### src/rtl/rgb_tx_serializer.sv
// Purpose: buffers 24-bit RGB pixels and serializes each into paced R,G,B byte strobes for uart_tx.
// Latency: first pixel into an idle block -> R strobe two cycles later; later bytes every BYTE_GAP+1 cycles.
// Backpressure: none upstream; a pixel arriving while the FIFO is full (and nothing pops) is dropped, overflow latches.
//
// Ports:
//   sys_clk, sys_rst_n            : rising-edge clock, asynchronous active-low reset
//   data_in_valid                 : one-cycle pixel strobe, samples r/g/b_data_in
//   r_data_in, g_data_in, b_data_in : pixel components
//   data_out, data_out_ready      : registered byte and one-cycle send_start strobe to uart_tx
//   fifo_level                    : pixels currently buffered (0..2^ADDR_W)
//   busy                          : registered; FSM active or pixels pending
//   overflow                      : sticky pixel-drop flag, cleared only by reset

module rgb_tx_serializer #(
  parameter int          ADDR_W   = 2,
  parameter logic [15:0] BYTE_GAP = 16'd5000
) (
  input  logic              sys_clk,
  input  logic              sys_rst_n,
  input  logic              data_in_valid,
  input  logic [7:0]        r_data_in,
  input  logic [7:0]        g_data_in,
  input  logic [7:0]        b_data_in,
  output logic [7:0]        data_out,
  output logic              data_out_ready,
  output logic [ADDR_W:0]   fifo_level,
  output logic              busy,
  output logic              overflow
);

  localparam int              DEPTH   = 1 << ADDR_W;
  localparam logic [ADDR_W:0] DEPTH_L = (ADDR_W + 1)'(DEPTH);

  typedef enum logic [1:0] {
    IDLE = 2'd0,
    SEND = 2'd1,
    GAP  = 2'd2
  } state_t;

  state_t              state;
  logic [23:0]         mem [DEPTH];
  logic [ADDR_W-1:0]   wr_ptr;
  logic [ADDR_W-1:0]   rd_ptr;
  logic [23:0]         hold;
  logic [1:0]          byte_idx;
  logic [15:0]         gap_cnt;

  logic                fifo_full;
  logic                fifo_empty;
  logic                pop;
  logic                push;
  logic                gap_done;
  logic [23:0]         head;

  // Byte order on the wire is R, G, B; the pixel is stored as {R,G,B}.
  function automatic logic [7:0] byte_sel(input logic [23:0] px, input logic [1:0] idx);
    logic [7:0] b;
    case (idx)
      2'd0:    b = px[23:16];
      2'd1:    b = px[15:8];
      default: b = px[7:0];
    endcase
    return b;
  endfunction

  assign fifo_full  = (fifo_level == DEPTH_L);
  assign fifo_empty = (fifo_level == '0);
  assign head       = mem[rd_ptr];
  assign pop        = (state == IDLE) && !fifo_empty;
  // A full FIFO still accepts a pixel when the FSM frees a slot in the same cycle.
  assign push       = data_in_valid && (!fifo_full || pop);
  assign gap_done   = (gap_cnt == (BYTE_GAP - 16'd1));

  // Storage has no reset: contents are only visible through fifo_level-qualified pops.
  always_ff @(posedge sys_clk) begin
    if (push) begin
      mem[wr_ptr] <= {r_data_in, g_data_in, b_data_in};
    end
  end

  always_ff @(posedge sys_clk or negedge sys_rst_n) begin
    if (!sys_rst_n) begin
      wr_ptr     <= '0;
      rd_ptr     <= '0;
      fifo_level <= '0;
      overflow   <= 1'b0;
    end else begin
      if (push) begin
        wr_ptr <= wr_ptr + 1'b1;
      end
      if (pop) begin
        rd_ptr <= rd_ptr + 1'b1;
      end
      case ({push, pop})
        2'b10:   fifo_level <= fifo_level + 1'b1;
        2'b01:   fifo_level <= fifo_level - 1'b1;
        default: fifo_level <= fifo_level;
      endcase
      if (data_in_valid && !push) begin
        overflow <= 1'b1;
      end
    end
  end

  // Serializer FSM. data_out/data_out_ready are loaded on the edge that enters
  // SEND, so the strobe is high exactly during the SEND cycle.
  always_ff @(posedge sys_clk or negedge sys_rst_n) begin
    if (!sys_rst_n) begin
      state          <= IDLE;
      hold           <= '0;
      byte_idx       <= '0;
      gap_cnt        <= '0;
      data_out       <= '0;
      data_out_ready <= 1'b0;
      busy           <= 1'b0;
    end else begin
      data_out_ready <= 1'b0;
      // Registered from current state, so busy trails the FSM by one cycle.
      busy           <= (state != IDLE) || !fifo_empty;
      case (state)
        IDLE: begin
          if (pop) begin
            hold           <= head;
            byte_idx       <= 2'd0;
            data_out       <= byte_sel(head, 2'd0);
            data_out_ready <= 1'b1;
            state          <= SEND;
          end
        end
        SEND: begin
          gap_cnt <= '0;
          state   <= GAP;
        end
        GAP: begin
          gap_cnt <= gap_cnt + 16'd1;
          if (gap_done) begin
            if (byte_idx == 2'd2) begin
              state <= IDLE;
            end else begin
              byte_idx       <= byte_idx + 2'd1;
              data_out       <= byte_sel(hold, byte_idx + 2'd1);
              data_out_ready <= 1'b1;
              state          <= SEND;
            end
          end
        end
        default: begin
          state <= IDLE;
        end
      endcase
    end
  end

endmodule

### config.mk
export PLATFORM = sky130hd
export DESIGN_NAME = rgb_tx_serializer
export DESIGN_NICKNAME = d
export VERILOG_FILES = /design/src/rtl/rgb_tx_serializer.sv
export SDC_FILE = /design/constraint.sdc
export NUM_CORES = 1
export LEC_CHECK = 0
export BUFFER_PORTS_ARGS = -buffer_cell sky130_fd_sc_hd__buf_2
export CAP_MARGIN = 20
export CORE_ASPECT_RATIO = 0.7
export CORE_MARGIN = 3
export CORE_UTILIZATION = 40
export CTS_CLUSTER_DIAMETER = 60
export CTS_CLUSTER_SIZE = 30
export DETAILED_ROUTE_END_ITERATION = 12
export PLACE_DENSITY = 0.67
export SLEW_MARGIN = 25
export SYNTH_ARGS = -nofsm -noshare
export SYNTH_HDL_FRONTEND = slang
export SYNTH_SLANG_ARGS = --single-unit
### constraint.sdc
create_clock -name sys_clk -period 3.5 [get_ports sys_clk]
set_clock_uncertainty 0.1 [all_clocks]
set_input_delay 0.7 -clock sys_clk [delete_from_list [all_inputs] [get_ports sys_clk]]
set_output_delay 0.7 -clock sys_clk [all_outputs]
set_load 0.02 [all_outputs]
Word-level counts from Yosys, hierarchy flattened
Memories as Yosys holds them, arrays and structs flattened.
Cells that the tools add are included.
{"block": "word_totals", "ramBits": 96, "n_memories": 1, "input_bits": 27, "regBits": 62}
{"block": "op_classes", "addsub": 6, "n_eq_ne": 11, "mux": 21, "reduce_logical": 18}
{"memory": "mem", "depth": 4, "word_bits": 24, "read_ports": 1, "rd_ports_with_merged_regs": 0, "wr": 1, "line_no": "41", "text": "logic [23:0] mem [DEPTH];"}
{"op": "case mux 16 bit (2 select lines)", "n": 1}
{"op": "case mux 8 bit (2 select lines)", "n": 2}
{"op": "2-to-1 mux 8 bit", "n": 3}
{"op": "adder 16 x 1 -> 16 bit, second input constant", "n": 1}
{"op": "equality test 16 x 13 -> 1 bit, second input constant", "n": 1}
{"op": "2-to-1 mux 2 bit", "n": 5}
{"op": "nonzero test 2 bit", "n": 4}
{"op": "adder 2 x 1 -> 2 bit, second input constant", "n": 3}
{"op": "equality test 2 x 1 -> 1 bit, second input constant", "n": 3}
{"op": "equality test 2 bit, second input constant", "n": 3}
{"op": "2-to-1 mux 1 bit", "n": 6}
{"op": "!= test 2 bit, second input constant", "n": 3}
{"op": "case mux 2 bit (3 select lines)", "n": 1}
{"op": "case mux 3 bit (2 select lines)", "n": 1}
{"op": "logical NOT 2 bit", "n": 2}
{"op": "case mux 2 bit (2 select lines)", "n": 1}
{"op": "AND reduction 2 bit", "n": 2}
{"op": "AND reduction 4 bit", "n": 1}
{"op": "adder 3 x 1 -> 3 bit, second input constant", "n": 1}
{"op": "equality test 3 bit, second input constant", "n": 1}
{"op": "logical AND 1 bit", "n": 3}
{"op": "logical NOT 1 bit", "n": 3}
{"op": "logical NOT 3 bit", "n": 1}
{"op": "subtractor 3 x 1 -> 3 bit, second input constant", "n": 1}
{"op": "other kinds (2)", "n": 3}

Logic depth before layout (Yosys ltp)
Gate-level depths: netlist (run 1).
{"block": "logic_depth", "word_depth": 7, "mapped_depth": 9, "mapped_depth_nobuf": 9}

Worst setup path before layout (run 1)
OpenSTA, ideal clock, no wires.
{"block": "synth_path", "path_kind": "register to register", "from": "register state[0]", "to": "memory mem[0][0], enable pin", "path_stages_with_launch": 7, "n_path_buf": 1, "path_slack_ps": 1262, "arrival_ps": 1755, "setup_time_ps": 383, "synth_period_minus_slack_ps": 2238, "path_cell_list": "dfrtp_1 inv_1 ha_1 nor4b_1 nor2b_1 clkbuf_1 and2_1"}
{"block": "synth_via", "elab_chain_cells": 6}
{"item": "start: declaration", "line_no": "40", "text": "state_t state;"}
{"item": "start signal: assignment", "line_no": "109", "text": "state <= IDLE;"}
{"item": "start signal: assignment", "line_no": "127", "text": "state <= SEND;"}
{"item": "start signal: assignment", "line_no": "132", "text": "state <= GAP;"}
{"item": "logical NOT 2 bit", "line_no": "69", "text": "assign pop = (state == IDLE) && !fifo_empty;"}
{"item": "logical AND 1 bit", "line_no": "69"}
{"item": "logical OR 1 bit", "line_no": "71", "text": "assign push = data_in_valid && (!fifo_full || pop);"}
{"item": "logical AND 1 bit", "line_no": "71"}
{"item": "2-to-1 mux 1 bit", "line_no": "76", "text": "if (push) begin"}
{"item": "2-to-1 mux 1 bit (implied by the code)", "line_no": "77", "text": "mem[wr_ptr] <= {r_data_in, g_data_in, b_data_in};"}
{"item": "end: declaration", "line_no": "41"}
Every way passes these cells.

Final worst setup path (run 1)
{"block": "layout_path", "from": "register state[0]", "to": "register data_out[1]"}
{"block": "layout_via", "elab_chain_cells": 4}
{"item": "logical NOT 2 bit", "line_no": "69, 120"}
{"item": "logical AND 1 bit", "line_no": "69"}
{"item": "!= test 2 bit (no source line)"}
{"item": "AND reduction 4 bit (no source line)"}
{"item": "end signal: assignment", "line_no": "125", "text": "data_out <= byte_sel(head, 2'd0);"}
{"item": "end signal: assignment", "line_no": "141", "text": "data_out <= byte_sel(hold, byte_idx + 2'd1);"}
{"item": "end: declaration", "line_no": "24", "text": "output logic [7:0] data_out,"}
Several ways; a longest one is shown, not always the timed one.
A chain may end at the register's enable or synchronous reset.

==> results of run 1 <==
path summary, 6_finish.rpt:
check	slack, ns	endpoint	cells past startpoint	from
max in group asynchronous	2.28	data_out[5]$_DFFE_PN0P_	2	sys_rst_n
setup / recovery	1.01	data_out[1]$_DFFE_PN0P_	6	state[0]$_DFFE_PN0P_
hold / removal	0.30	gap_cnt[4]$_DFFE_PN0P_	1	sys_rst_n
hold reg to reg	0.36	overflow$_DFFE_PN0P_	1	overflow$_DFFE_PN0P_
setup reg to reg	1.01	data_out[1]$_DFFE_PN0P_	6	state[0]$_DFFE_PN0P_
min in group sys_clk	0.36	overflow$_DFFE_PN0P_	1	overflow$_DFFE_PN0P_
worst max-delay path: cells and delay by family, from the launching register on:
| kind | cells | cell delay [ns] |
|---|---|---|
| compound gates | 1 | 0.36 |
| fa+ha+maj | 1 | 0.64 |
| buf+inv | 1 | 0.11 |
| flops | 1 | 0.40 |
| mux | 1 | 0.39 |
| simple gates | 2 | 0.37 |
cells in the mapped netlist, types with 2 or more instances:
cell / number / share of area [%]
nor2b_1: 2 / 0.19
xor2_1: 9 / 1.2
nor3_1: 2 / 0.15
mux2_2: 40 / 6.9
a21bo_2: 2 / 0.30
and2_1: 5 / 0.48
nand3_1: 6 / 0.46
buf_1: 2 / 0.11
nand2_1: 17 / 0.97
clkbuf_1: 10 / 0.57
mux2i_1: 5 / 0.76
nor4b_1: 2 / 0.27
nor2_1: 11 / 0.63
or3_1: 4 / 0.38
o21ai_0: 16 / 1.2
a22oi_1: 8 / 0.91
edfxtp_1: 96 / 44
nand4_1: 6 / 0.57
and4_1: 4 / 0.53
dfrtp_1: 62 / 24
ha_1: 12 / 2.3
a21oi_1: 4 / 0.30
mux4_1: 15 / 6.0
mux4_2: 9 / 3.1
xnor2_1: 5 / 0.67
buf_2: 5 / 0.38
inv_1: 13 / 0.74
power breakdown:
group	total (W)	switching, W	internal, W	leakage, nW
registers	0.00285	0.000328	0.00252	1.64
clock network	0.00184	0.000814	0.00102	0.287
logic	0.00211	0.00107	0.00104	0.977
cell families (layout without fill, tap and decap cells):
family	Yosys count	count (layout)	synth area share (%)
compound gates	36	36	3.56
xor+xnor	14	14	1.87
fa+ha+maj	13	13	2.59
buf+inv	32	95	2.21
flops	158	158	67.5
mux	70	70	16.9
simple gates	65	65	5.41
area by class of cell:
type	instances	area, um2	area share, %
clock buffer	17	425	5.57
clock inverter	15	175	2.29
multi-input combinational	198	2010	26.3
inverter	13	48.8	0.639
sequential	158	4430	58.0
timing repair buffer	50	275	3.60
tap	220	275	3.60
through the flow:
stage	hold WS, ns	cell area [um2]	utilization (%)	setup slack, ns	power [W]
3_5_place_dp	0.358	7040	44.6	1.01	0.00501
5_1_grt	0.352	7640	48.4	0.847	0.00717
6_report	0.300	7640	48.4	1.01	0.00679
2_1_floorplan	0.304	6570	-	1.26	0.00437
4_1_cts	0.315	7640	48.4	0.997	0.00688
3_3_place_gp	0.365	7040	44.6	1.11	0.00492
flip-flops by register name, indices dropped and copies added, names as in the netlist, 2 cells and up:
name	flops
byte_idx	2
data_out	8
fifo_level	3
gap_cnt	16
hold	24
mem	96
rd_ptr	2
state	2
wr_ptr	2
layer usage:
metal  track usage, %  vias to the layer above  wire length [um]  part of all wire (%)
met5                0                        -                 0                     0
met4             4.90                        0               188                   1.5
met3             3.92                       16               414                   3.4
met2             22.4                       58              5710                    47
met1             19.6                     1813              5850                    48
li1                 -                     1588                 -                     -
==> metrics, run 1 <==
max-capacitance violation count=0; All-Layer GR Usage=between 10% and 20%; Post-Synthesis Cell Area=6570 um2; Resized cells post-CTS=0; pin count of the biggest net entering global routing=39; type of destination of the critical path=register; Cell variety after synth=43; commonest cells after routing, fill and taps aside=edfxtp_1, dfrtp_1, mux2_2, buf_2; setup violation total in the final timing report=0; total overflow reported by the global router=0; worst hold-check path type=in -> async; detailed-route via count=approximately 3500; Final Critical Period=about 2.5 ns; timing-limited maximum frequency=around 400 MHz; area enclosed by the die boundary=~18000 um2; arrival time at the worst endpoint=between 2 and 3 ns; hold buffer count at cts=0; Ys Warns=0; wire length of the first global-routing pass=19700 um; maximum clock insertion buffer count=2; number of hold-slack violations in the final timing report=0; I/O Buffers=40; starting utilization of the core area=roughly two fifths; Final Slew Violations=0; worst ir drop on vdd=399 uV; post-DP HPWL=about 7700 um; Rows=38; total wire length=roughly 12000 um; Placed Instances=roughly 640; RSZ-0062 raised after global routing=false; Num Clock Sinks=approximately 160; cell count after synthesis=slightly below 400; nature of the critical path startpoint=register; post-detailed-route DRC marker count=0; mean post-synth cell area=between 15 and 20 um2; largest stage delay on the critical path=0.64 ns; drt pass-1 iters=4; initial antenna violation count=0; share of the clock period used by the worst path after layout=between 70% and 80%; syn nets=between 400 and 500; number of register bits inferred by synthesis=~160; total negative slack=0 ns; Worst Max-Slew Pin Slew=0.852 ns; detail-routed net length per standard cell=roughly 18 um; P_leak=just under 3 nW; slowest stage cell on the critical path=ha_1; Antenna Nets Post-Route=0; most common cell after layout, fill and taps aside=edfxtp_1; fraction of the yosys area taken by sequential cells=67.5%; peak fanout along the critical path=18; critical path class=reg -> reg; cell at the root of the clock tree=clkbuf_16; number of enable-type register cells in the synthesized netlist=between 90 and 100; Max-Slew Margin vs Limit=between 40% and 50%; most used flip-flop cell after synthesis=edfxtp_1; Antenna diodes=0; fraction of registers with async set or reset after synthesis=around two fifths; post-CTS setup buffer count=0; clock insertion delay at the later pin of the skew report=0.42 ns; num ports=roughly 40; CTS clock-pin slew for the worst setup and hold paths=0.07 ns; vias per cell=a little over 5; Std-Cell Core Area=approximately 16000 um2; CP cell instances=inv_1 > ha_1 > nor2b_1 > nand2_1 > o21ai_4 > mux2_2; DIE HEIGHT=roughly 110 um; filler cell count in the final layout=around 1300; CP required=between 3 and 4 ns; final weighted congestion of routability-driven global placement=~0.75; outcome=complete, no violations; fin cells=around 670; Inserted Clock Buffers=17; final net count=478; share of final-layout standard cells stronger than drive strength 1=between 30% and 40%; deepest level of the CTS H-tree=4; area growth from synthesis to layout=16.3%; die outline width=159 um; clock tree from TritonCTS=yes; DRC marker count from the first detailed-route iteration=between 150 and 200; power per unit of standard cell area=between 800 and 900 nW/um2; number of global-route vias before repair=3579
No activity file was read; power rests on OpenSTA's default activity.
==> run 2, diff against run 1 <==
==> constraint.sdc (replaced) <==
create_clock -name sys_clk -period 2.3 [get_ports sys_clk]
set_clock_uncertainty 0.1 [all_clocks]
set_input_delay 0.46 -clock sys_clk [delete_from_list [all_inputs] [get_ports sys_clk]]
set_output_delay 0.46 -clock sys_clk [all_outputs]
set_load 0.02 [all_outputs]
==> run 2 against run 1 <==
  * Total power rose by 55%
  * Die area did not move
  * Count of clock-buffer cells in the layout unchanged
  * Fmax is 17% higher
  * Clock power rose by 52%
  * Sequential power is 48% higher
  * Design area rose by 1.7%
  * Non-clock buffer count grew 3
==> metrics, run 2 (same netlist as run 1, synthesis figures left out) <==
outcome=complete, no violations; vias per cell=roughly 5.1; Worst Max-Slew Pin Slew=between 0.5 and 0.6 ns; Std-Cell Core Area=about 16000 um2; commonest cells after routing, fill and taps aside=edfxtp_1, dfrtp_1, mux2_2, buf_2; DIE HEIGHT=~110 um; maximum clock insertion buffer count=2; Internal Power=approximately 0.007 W; critical path class=reg -> reg; final net count=between 400 and 500; detail-routed net length per standard cell=roughly 18 um; share of final-layout standard cells stronger than drive strength 1=between 30 and 40%; nature of the critical path startpoint=register; Final Critical Period=2.13 ns; number of flip-flops in the largest register=96; power per unit of standard cell area=between 1000 and 1500 nW/um2; starting utilization of the core area=approximately two fifths; num ports=41; share of the clock period used by the worst path after layout=92.7%; most common cell after layout, fill and taps aside=edfxtp_1; worst hold stages=1; setup violation total in the final timing report=0; RSZ-0062 raised after global routing=false; pin count of the biggest net entering global routing=31; die outline width=around 160 um; flop2flop setup slack=0.17 ns; Inserted Clock Buffers=17; worst ir drop on vdd=704 uV; Post-Place Worst Slack=0.0552 ns; clock insertion delay at the later pin of the skew report=between 0.4 and 0.5 ns; switching power of the nets=approximately 0.0034 W; area enclosed by the die boundary=approximately 18000 um2; total overflow reported by the global router=0; register with the most flip-flops=mem; number of global-route vias before repair=between 3000 and 4000; Net Sw Frac=32.4%; number of hold-slack violations in the final timing report=0; clock network fraction of total power=about a quarter; deepest level of the CTS H-tree=4; cell at the root of the clock tree=clkbuf_16; Antenna Nets Post-Route=0; DRC marker count from the first detailed-route iteration=between 150 and 200; Max-Slew Margin vs Limit=~65%; detailed-route via count=3412; All-Layer GR Usage=between 10% and 20%; area growth from synthesis to layout=18.3%; final weighted congestion of routability-driven global placement=around 0.80; timing-limited maximum frequency=about 470 MHz; fin cells=between 600 and 700; reg-to-reg critical path startpoint=state[0]$_DFFE_PN0P_; arrival time at the worst endpoint=between 2 and 2.5 ns; total negative slack=0 ns; end-of-flow core utilization=49.3%; total wire length=12300 um; cells on worst reg2reg path=6; CP required=between 2 and 3 ns; post-DP HPWL=around 8000 um; worst hold-check path type=in -> reg; least setup slack across all paths after layout=approximately 0.17 ns; max-capacitance violation count=0; Num Clock Sinks=158; I/O Buffers=40; CTS clock-pin slew for the worst setup and hold paths=around 0.070 ns; clock tree from TritonCTS=yes; post-detailed-placement cell area=~7000 um2; Rows=38; registers with the highest flip-flop counts=mem (96), hold (24), gap_cnt (16); Final Slew Violations=0; P_leak=between 2 and 3 nW; drt pass-1 iters=4; first element of the critical path=state[0]$_DFFE_PN0P_; Antenna diodes=0; proportion of power drawn by flip-flops and latches=40.0%; wire length of the first global-routing pass=about 20000 um; fraction of power consumed by combinational cells=between 30% and 40%; worst reg2reg path endpoint=data_out[6]$_DFFE_PN0P_; filler cell count in the final layout=1354; type of destination of the critical path=register; Placed Instances=~640; peak fanout along the critical path=10; Setup crit end=data_out[6]$_DFFE_PN0P_; initial antenna violation count=0; Post-Layout Inst Area=between 7000 and 8000 um2; post-detailed-route DRC marker count=0
## run 2: changes by cell type in the layout (fill, tap and decap cells not counted), sizes merged
| cell | previous run | this run |
|---|---|---|
| buf | 50 | 52 |
| clkinv | 3 | 6 |
| clkinvlp | 3 | 0 |
| dlygate4sd3 | 0 | 1 |
## run 2: area by class of cell
class	count	area (um2)	area share (%)
sequential	158	4430	57.0
multi-input combinational	198	2030	26.1
clock buffer	17	425	5.47
timing repair buffer	53	388	4.99
tap	220	275	3.54
clock inverter	15	174	2.24
inverter	13	48.8	0.628
## run 2: timing repair
action,in CTS,in global routing
endpoints found under the setup margin,96,99
buffers inserted,0,0
hold buffers,1,0
endpoints found under the hold margin,20,0
cloned,0,0
resized for setup,1,3
## run 2: layer usage
layer / track usage (%) / wire length, um / vias up / share of wire [%]
li1: - / - / 1588 / -
met1: 21.3 / 6110 / 1768 / 50
met2: 21.7 / 5570 / 54 / 45
met3: 5.12 / 580 / 2 / 4.7
met4: 3.15 / 34 / 0 / 0.28
met5: 0 / 0 / - / 0
## run 2: worst min-delay path by stage
stage | slack (ns) | to | start
6_report | 0.15 | mem[1][17]$_DFFE_PP_ | r_data_in[1]
2_1_floorplan | 0.06 | busy$_DFF_PN0_ | sys_rst_n
5_1_grt | 0.13 | mem[1][8]$_DFFE_PP_ | g_data_in[0]
3_5_place_dp | 0.37 | hold[12]$_DFFE_PN0P_ | sys_rst_n
4_1_cts | 0.13 | mem[2][2]$_DFFE_PP_ | b_data_in[2]
3_3_place_gp | 0.37 | data_out[4]$_DFFE_PN0P_ | sys_rst_n
## run 2: power groups by stage
stage / clock (W) / sequential [W] / combinational [W]
2_1_floorplan: 0 / 0.00426 / 0.00239
3_3_place_gp: 0 / 0.00424 / 0.00341
3_5_place_dp: 0 / 0.00427 / 0.00351
4_1_cts: 0.00287 / 0.00422 / 0.00353
5_1_grt: 0.00302 / 0.00430 / 0.00386
6_report: 0.00280 / 0.00421 / 0.00352
## run 2: stage by stage
| step | hold slack (ns) | power (W) |
|---|---|---|
| after floorplan | 0.0644 | 0.00664 |
| after global placement | 0.372 | 0.00765 |
| after detailed placement | 0.371 | 0.00778 |
| after CTS | 0.133 | 0.0106 |
| after global routing | 0.128 | 0.0112 |
| final | 0.148 | 0.0105 |
## run 2: worst max-delay path: stages, from the launching register on
cell and delay (ns):
dfrtp_1 0.40, inv_1 0.15, ha_4 0.20, or4b_1 0.51
nand3b_1 0.16, o21ai_4 0.15, mux2_4 0.33
